===== config.mk =====
export PLATFORM = sky130hd
export DESIGN_NAME = frame_writer
export DESIGN_NICKNAME = d
export VERILOG_FILES = /design/src/rtl/frame_pkg.sv /design/src/rtl/pixel_skid_fifo.sv /design/src/rtl/frame_writer.sv
export SDC_FILE = /design/constraint.sdc
export NUM_CORES = 1
export LEC_CHECK = 0
export ABC_AREA = 1
export BUFFER_PORTS_ARGS = -buffer_cell sky130_fd_sc_hd__buf_2
export CAP_MARGIN = 25
export CORE_ASPECT_RATIO = 2
export CORE_UTILIZATION = 43
export DETAILED_ROUTE_END_ITERATION = 10
export PLACE_DENSITY = 0.75
export SETUP_SLACK_MARGIN = 0.02
export SLEW_MARGIN = 20
export SYNTH_ARGS = -nofsm -noshare
export SYNTH_HDL_FRONTEND = slang
export SYNTH_SLANG_ARGS = --single-unit

===== constraint.sdc =====
create_clock -name clk -period 1.8 [get_ports clk]
set_clock_uncertainty 0.1 [all_clocks]
set_input_delay 0.18 -clock clk [delete_from_list [all_inputs] [get_ports clk]]
set_output_delay 0.18 -clock clk [all_outputs]
set_load 0.02 [all_outputs]

===== src/rtl/frame_pkg.sv =====
// ============================================================================
// Module   : frame_pkg
// Brief    : Frame-memory word layout shared by frame_writer and edge_detector.
// Revision : 1.0
// ============================================================================
`default_nettype none

package frame_pkg;

    localparam int WORD_W  = 36;
    localparam int ADDR_W  = 19;
    localparam int COL_W   = 10;
    localparam int ROW_W   = 9;
    localparam int PIX_W   = 30;
    localparam int LUMA_HI = 29;
    localparam int LUMA_LO = 20;
    localparam int ENTRY_W = ADDR_W + PIX_W;

    typedef struct packed {
        logic [ADDR_W-1:0] addr;
        logic [PIX_W-1:0]  pix;
    } wr_entry_t;

    // Row stride is fixed at 1024 words regardless of active width.
    function automatic logic [ADDR_W-1:0] pix_addr(input logic [ROW_W-1:0] row,
                                                   input logic [COL_W-1:0] col);
        return {row, col};
    endfunction

endpackage

`default_nettype wire


===== src/rtl/pixel_skid_fifo.sv =====
// ============================================================================
// Module   : pixel_skid_fifo
// Brief    : Two-entry FIFO with registered full/empty; head is a register.
// Revision : 1.0
// ============================================================================
`default_nettype none

module pixel_skid_fifo #(
    parameter int DATA_W = 49
) (
    input  logic              clk,
    input  logic              reset,
    input  logic              i_push,
    input  logic [DATA_W-1:0] i_data,
    input  logic              i_pop,
    output logic [DATA_W-1:0] o_head,
    output logic              o_full,
    output logic              o_empty
);

    logic [DATA_W-1:0] r_slot0;
    logic [DATA_W-1:0] r_slot1;
    logic              r_full;
    logic              r_empty;
    logic              w_push;
    logic              w_pop;

    assign w_push  = i_push & ~r_full;
    assign w_pop   = i_pop & ~r_empty;
    assign o_head  = r_slot0;
    assign o_full  = r_full;
    assign o_empty = r_empty;

    always_ff @(posedge clk or negedge reset) begin
        if (!reset) begin
            r_slot0 <= '0;
            r_slot1 <= '0;
            r_full  <= 1'b0;
            r_empty <= 1'b1;
        end else begin
            case ({w_push, w_pop})
                2'b10: begin
                    if (r_empty) begin
                        r_slot0 <= i_data;
                        r_empty <= 1'b0;
                    end else begin
                        r_slot1 <= i_data;
                        r_full  <= 1'b1;
                    end
                end
                2'b01: begin
                    if (r_full) begin
                        r_slot0 <= r_slot1;
                        r_full  <= 1'b0;
                    end else begin
                        r_empty <= 1'b1;
                    end
                end
                // Both together only happens with exactly one entry held.
                2'b11: r_slot0 <= i_data;
                default: ;
            endcase
        end
    end

endmodule

`default_nettype wire


===== src/rtl/frame_writer.sv =====
// ============================================================================
// Module   : frame_writer
// Brief    : Writes one captured frame into frame memory per start/done pair.
// Revision : 1.0
// ============================================================================
`default_nettype none

module frame_writer
    import frame_pkg::*;
#(
    parameter int WIDTH  = 640,
    parameter int HEIGHT = 480
) (
    input  logic              clk,
    input  logic              reset,
    input  logic              start,
    output logic              done,
    output logic              busy,
    output logic              sync_err,
    input  logic              pix_valid,
    input  logic              pix_sof,
    input  logic [PIX_W-1:0]  pix_data,
    output logic              pix_ready,
    output logic              write_en,
    input  logic              write_ready,
    output logic [ADDR_W-1:0] write_addr,
    output logic [WORD_W-1:0] write_data
);

    localparam logic [1:0] c_idle     = 2'd0;
    localparam logic [1:0] c_wait_sof = 2'd1;
    localparam logic [1:0] c_write    = 2'd2;
    localparam logic [1:0] c_done     = 2'd3;

    localparam logic [COL_W-1:0] c_last_col = COL_W'(WIDTH - 1);
    localparam logic [ROW_W-1:0] c_last_row = ROW_W'(HEIGHT - 1);

    logic [1:0]         r_state;
    logic [ROW_W-1:0]   r_row;
    logic [COL_W-1:0]   r_col;
    logic               r_last_taken;
    logic               r_done;
    logic               r_sync_err;

    logic               w_full;
    logic               w_empty;
    logic [ENTRY_W-1:0] w_head_bits;
    wr_entry_t          w_head;
    wr_entry_t          w_push_entry;
    logic               w_taking;
    logic               w_accept;
    logic               w_push;
    logic               w_pop;
    logic [ROW_W-1:0]   w_cur_row;
    logic [COL_W-1:0]   w_cur_col;
    logic               w_row_end;
    logic               w_is_last;

    assign w_taking  = (r_state == c_wait_sof) | ((r_state == c_write) & ~r_last_taken);
    assign pix_ready = w_taking & ~w_full;
    assign w_accept  = pix_valid & pix_ready;
    assign w_push    = w_accept & ((r_state == c_write) | pix_sof);
    assign w_pop     = ~w_empty & write_ready;

    // Any SOF restarts the frame at (0,0); in WAIT_SOF it is the normal start.
    assign w_cur_row = pix_sof ? '0 : r_row;
    assign w_cur_col = pix_sof ? '0 : r_col;
    assign w_row_end = (w_cur_col == c_last_col);
    assign w_is_last = w_row_end & (w_cur_row == c_last_row);

    assign w_push_entry = '{addr: pix_addr(w_cur_row, w_cur_col), pix: pix_data};

    pixel_skid_fifo #(
        .DATA_W (ENTRY_W)
    ) u_fifo (
        .clk     (clk),
        .reset   (reset),
        .i_push  (w_push),
        .i_data  (w_push_entry),
        .i_pop   (w_pop),
        .o_head  (w_head_bits),
        .o_full  (w_full),
        .o_empty (w_empty)
    );

    assign w_head     = w_head_bits;
    assign write_en   = ~w_empty;
    assign write_addr = w_head.addr;
    assign write_data = {{(WORD_W - PIX_W){1'b0}}, w_head.pix};
    assign done       = r_done;
    assign busy       = (r_state != c_idle);
    assign sync_err   = r_sync_err;

    always_ff @(posedge clk or negedge reset) begin
        if (!reset) begin
            r_state      <= c_idle;
            r_row        <= '0;
            r_col        <= '0;
            r_last_taken <= 1'b0;
            r_done       <= 1'b0;
            r_sync_err   <= 1'b0;
        end else begin
            r_done <= 1'b0;
            if (w_push) begin
                r_col        <= w_row_end ? '0 : w_cur_col + 1'b1;
                r_row        <= w_row_end ? w_cur_row + 1'b1 : w_cur_row;
                r_last_taken <= w_is_last;
                if (pix_sof && (r_state == c_write) && ((r_row != '0) || (r_col != '0)))
                    r_sync_err <= 1'b1;
            end
            case (r_state)
                c_idle: begin
                    if (start) begin
                        r_state      <= c_wait_sof;
                        r_sync_err   <= 1'b0;
                        r_row        <= '0;
                        r_col        <= '0;
                        r_last_taken <= 1'b0;
                    end
                end
                c_wait_sof: begin
                    if (w_push)
                        r_state <= c_write;
                end
                c_write: begin
                    // Final entry leaves the buffer: nothing else can be pending.
                    if (r_last_taken && w_pop && !w_full)
                        r_state <= c_done;
                end
                c_done: begin
                    r_done  <= 1'b1;
                    r_state <= c_idle;
                end
                default: r_state <= c_idle;
            endcase
        end
    end

endmodule

`default_nettype wire


==> metrics.md <==
| Metric | Value |
|---|---|
| Startpoint type of the worst setup path | `register` |
| Die X-Extent | `85.3 um` |
| Run status | `finished with violations` |
| Count of vias placed by the detailed router | `6999` |
| Later-pin clock latency in the skew report | `0.42 ns` |
| Logic gate share of total power | `47.8%` |
| TritonCTS clock tree | `yes` |
| Antenna fix cells | `0` |
| Share of power burned in the clock network | `21.8%` |
| Achievable clock frequency | `482 MHz` |
| Area of the core | `13500 um^2` |
| Biggest fanout along the worst timing path | `9` |
| Fraction of layout cells with a size suffix above 1 | `46.3%` |
| Vias in the first global route | `6413` |
| RSZ-0062 raised after global routing | `yes` |
| Reported net switching power | `6.49 mW` |
| Fraction of power consumed by sequential logic | `30.4%` |
| Buffer cell driving the clock tree root | `sky130_fd_sc_hd__clkbuf_16` |
| Net total in the final layout | `1004` |
| Maximum Capacitance Violations | `0` |
| Starting density of the core | `44.2%` |
| Die Y-Extent | `169 um` |
| CTS clock-pin slew for the worst setup and hold paths | `0.06 ns` |
| WL per Instance | `23.6 um` |
| Yosys top cell area share | `51.6%` |
| Total power | `15.3 mW` |
| Yosys cell types | `28` |
| DP Wirelength | `10200 um` |
| Switching part of the total | `42.4%` |
| Post-route worst hold slack | `0.0861 ns` |
| Pre-antenna DRT Iters | `7` |
| Synthesized area | `5970 um^2` |
| Final cycle utilization of the critical path | `115%` |
| Antenna violations before repair | `1` |
| Area of all placed cells without fillers | `9810 um^2` |
| Largest net degree at the start of global routing | `40` |
| Failing checks | `negative setup slack` |
| I/O pin total | `96` |
| Fillers | `743` |
| Number of rows in the core area | `60` |
| Final GP Congestion | `0.994` |
| Arrival time of the worst setup path | `2.26 ns` |
| Cell Area, Placed | `6970 um^2` |
| Violation count after the first detailed-route iteration | `739` |
| Total area of multi-input combinational cells | `3320 um^2` |
| Global-route wire length before repair | `31100 um` |
| DRC violations left | `0` |
| Gate count after technology mapping | `751` |
| Highest ir drop seen on vdd | `924 uV` |
| Worst rel slew slack | `58.8%` |
| Synth warn | `0` |
| Via-per-instance ratio | `6.19` |
| Final setup margin | `-0.274 ns` |
| Final setup viols | `121` |
| Full die area | `14400 um^2` |
| Setup crit end kind | `register` |
| Total global routing track utilization | `28.3%` |
| Largest area contributor in the synthesized netlist | `sky130_fd_sc_hd__dfrtp_1` |
| Final antenna-violating net count | `0` |
| Post-synthesis average cell area | `7.95 um^2` |
| Cell count after placement | `1013` |
| P&R area growth vs syn | `64.5%` |
| Number of port buffers | `89` |
| Number of slew-limit violations in the final report | `0` |
| Final wirelength | `26700 um` |
| Worst slew pin tran | `0.618 ns` |
| Number of storage elements in the synthesis netlist | `124` |
| Hold crit path type | `input port to register` |
| Power density over cell area | `1560 nW/um^2` |
| Storage cell area | `3110 um^2` |
| Total leakage power | `4.91 nW` |
| Internal | `8.80 mW` |
| Number of non-filler instances in the completed layout | `1130` |
| Time the final worst path needs with I/O delays and setup | `2.07 ns` |
| Category of the critical setup timing path | `register to register` |
| Htree depth | `4` |
| Longest Clk Path Bufs | `2` |
| Part of the Yosys area used for sequential elements | `52.0%` |
| Final Hold Violating Endpoints | `0` |
| WP data required | `1.99 ns` |
| Total number of clock tree sinks | `124` |
| Number of buffers inserted during clock tree synthesis | `17` |
| Biggest area contributors in the synthesized netlist | `sky130_fd_sc_hd__dfrtp_1, sky130_fd_sc_hd__nand2_1, sky130_fd_sc_hd__o211ai_1` |
| Remaining global-route overflow | `0` |
registers in the layout, summed over array words and instances, names as in the netlist:
name and count:
done 1, r_col 10, r_last_taken 1, r_row 9
r_state 2, sync_err 1, u_fifo.o_empty 1, u_fifo.o_full 1
u_fifo.o_head 49, u_fifo.r_slot1 49
through the flow:
step	setup TNS, ns	worst slack (ns)	util [%]
floorplan	-2.66	-0.110	-
global placement	-3.41	-0.144	51.6
detailed placement	-10.45	-0.190	51.6
CTS	-5.36	-0.107	64.4
global route	-27.28	-0.386	72.6
finish	-18.35	-0.274	72.6
final cells by class:
| class | count | share of cell area, % |
|---|---|---|
| Inverter | 87 | 3.77 |
| Clock buffer | 20 | 4.65 |
| Multi-Input combinational cell | 504 | 33.8 |
| Tap cell | 155 | 1.98 |
| Clock inverter | 12 | 0.994 |
| Timing Repair Buffer | 228 | 23.1 |
| Sequential cell | 124 | 31.6 |
cells by family after synthesis:
group	after synthesis	synth area share, %
fa+ha+maj	6	1.26
buf+inv	128	8.97
xor+xnor	4	0.587
flops	124	52.0
compound gates	124	12.5
other cells	1	0.0628
simple gates	364	24.6
cell usage in the layout, fill, tap and decap left out, types with 2 or more instances in the layout:
cell / instances
sky130_fd_sc_hd__a21oi_1: 5
sky130_fd_sc_hd__a21oi_2: 25
sky130_fd_sc_hd__buf_12: 18
sky130_fd_sc_hd__buf_16: 10
sky130_fd_sc_hd__buf_2: 87
sky130_fd_sc_hd__buf_4: 48
sky130_fd_sc_hd__buf_6: 22
sky130_fd_sc_hd__buf_8: 2
sky130_fd_sc_hd__clkbuf_16: 27
sky130_fd_sc_hd__clkbuf_8: 2
sky130_fd_sc_hd__clkinv_2: 6
sky130_fd_sc_hd__clkinvlp_4: 6
sky130_fd_sc_hd__conb_1: 6
sky130_fd_sc_hd__dfrtp_1: 122
sky130_fd_sc_hd__dlygate4sd3_1: 31
sky130_fd_sc_hd__ha_1: 2
sky130_fd_sc_hd__ha_4: 3
sky130_fd_sc_hd__inv_1: 70
sky130_fd_sc_hd__inv_12: 2
sky130_fd_sc_hd__inv_2: 9
sky130_fd_sc_hd__inv_4: 3
sky130_fd_sc_hd__nand2_1: 151
sky130_fd_sc_hd__nand2_2: 66
sky130_fd_sc_hd__nand2_4: 40
sky130_fd_sc_hd__nand2_8: 2
sky130_fd_sc_hd__nand3_1: 8
sky130_fd_sc_hd__nand3_2: 11
sky130_fd_sc_hd__nand3_4: 2
sky130_fd_sc_hd__nand4_1: 11
sky130_fd_sc_hd__nor2_1: 44
sky130_fd_sc_hd__nor2_2: 5
sky130_fd_sc_hd__nor2_4: 16
sky130_fd_sc_hd__nor3_1: 4
sky130_fd_sc_hd__o211ai_1: 49
sky130_fd_sc_hd__o21a_1: 2
sky130_fd_sc_hd__o21ai_0: 2
sky130_fd_sc_hd__o21ai_1: 10
sky130_fd_sc_hd__o21ai_2: 29
sky130_fd_sc_hd__o21ai_4: 2
sky130_fd_sc_hd__xor2_1: 3
layer usage:
| metal | vias to the layer above | global-route usage [%] | routed length, um | part of all wire [%] |
|---|---|---|---|---|
| li1 | 2817 | - | - | - |
| met1 | 3345 | 27.7 | 8340 | 31 |
| met2 | 581 | 52.0 | 13400 | 50 |
| met3 | 254 | 5.41 | 2340 | 8.8 |
| met4 | 2 | 20.6 | 2560 | 9.6 |
| met5 | - | 0 | 13 | 0.049 |
Yosys cell counts:
cell type	count
sky130_fd_sc_hd__nor2_1	63
sky130_fd_sc_hd__xor2_1	3
sky130_fd_sc_hd__nand4_1	11
sky130_fd_sc_hd__ha_1	6
sky130_fd_sc_hd__o21a_1	2
sky130_fd_sc_hd__inv_1	82
sky130_fd_sc_hd__nand4_4	1
sky130_fd_sc_hd__nor3_2	1
sky130_fd_sc_hd__nor2_4	1
sky130_fd_sc_hd__buf_1	1
sky130_fd_sc_hd__clkinv_1	1
sky130_fd_sc_hd__o211ai_1	49
sky130_fd_sc_hd__nor2_2	1
sky130_fd_sc_hd__dfstp_2	1
sky130_fd_sc_hd__dfrtp_1	123
sky130_fd_sc_hd__conb_1	1
sky130_fd_sc_hd__nand3_1	21
sky130_fd_sc_hd__buf_2	20
sky130_fd_sc_hd__xnor2_1	1
sky130_fd_sc_hd__inv_2	4
sky130_fd_sc_hd__nor3_1	5
sky130_fd_sc_hd__a21oi_1	30
sky130_fd_sc_hd__nand2_1	258
sky130_fd_sc_hd__nand2_2	1
sky130_fd_sc_hd__o21ai_0	43
sky130_fd_sc_hd__buf_4	8
sky130_fd_sc_hd__clkbuf_1	12
sky130_fd_sc_hd__nor4_1	1
final timing paths:
kind	from	end	slack, ns	depth (start not counted)
min reg2reg	u_fifo.o_head[21]	u_fifo.o_head[21]	0.38	2
max in group asynchronous	reset	u_fifo.o_empty	0.73	3
min	pix_sof	u_fifo.r_slot1[32]	0.09	4
max	r_state[0]	u_fifo.o_head[40]	-0.27	13
min in group asynchronous	reset	r_state[0]	0.23	2
max reg2reg	r_state[0]	u_fifo.o_head[40]	-0.27	13
power by group through the flow:
stage / Sequential, mW / Combinational (mW) / Clock, mW
floorplan: 4.92 / 2.16 / 0
global placement: 4.34 / 4.05 / 0
detailed placement: 4.35 / 4.13 / 0
CTS: 4.35 / 5.66 / 3.26
global route: 4.70 / 7.67 / 3.46
finish: 4.65 / 7.31 / 3.33
what timing repair did:
item                                    4_1_cts  5_1_grt
hold buffers                                 31        0
pin swaps                                    34       39
buffers inserted                             21       13
endpoints found under the hold margin        96        0
resized for setup                           122      257
endpoints found under the setup margin      121      123
gates cloned                                 14       13
worst max-delay path: stages, from the launching register on:
cell	delay, ns
sky130_fd_sc_hd__dfrtp_1	0.41
sky130_fd_sc_hd__inv_2	0.09
sky130_fd_sc_hd__ha_4	0.16
sky130_fd_sc_hd__nand2_4	0.06
sky130_fd_sc_hd__nand2_4	0.08
sky130_fd_sc_hd__nand4_4	0.15
sky130_fd_sc_hd__nand2_2	0.11
sky130_fd_sc_hd__inv_2	0.06
sky130_fd_sc_hd__nor2_4	0.15
sky130_fd_sc_hd__buf_6	0.15
sky130_fd_sc_hd__inv_12	0.07
sky130_fd_sc_hd__buf_16	0.16
sky130_fd_sc_hd__nand2_2	0.07
sky130_fd_sc_hd__nand2_2	0.10
No activity file was read; power rests on OpenSTA's default activity.
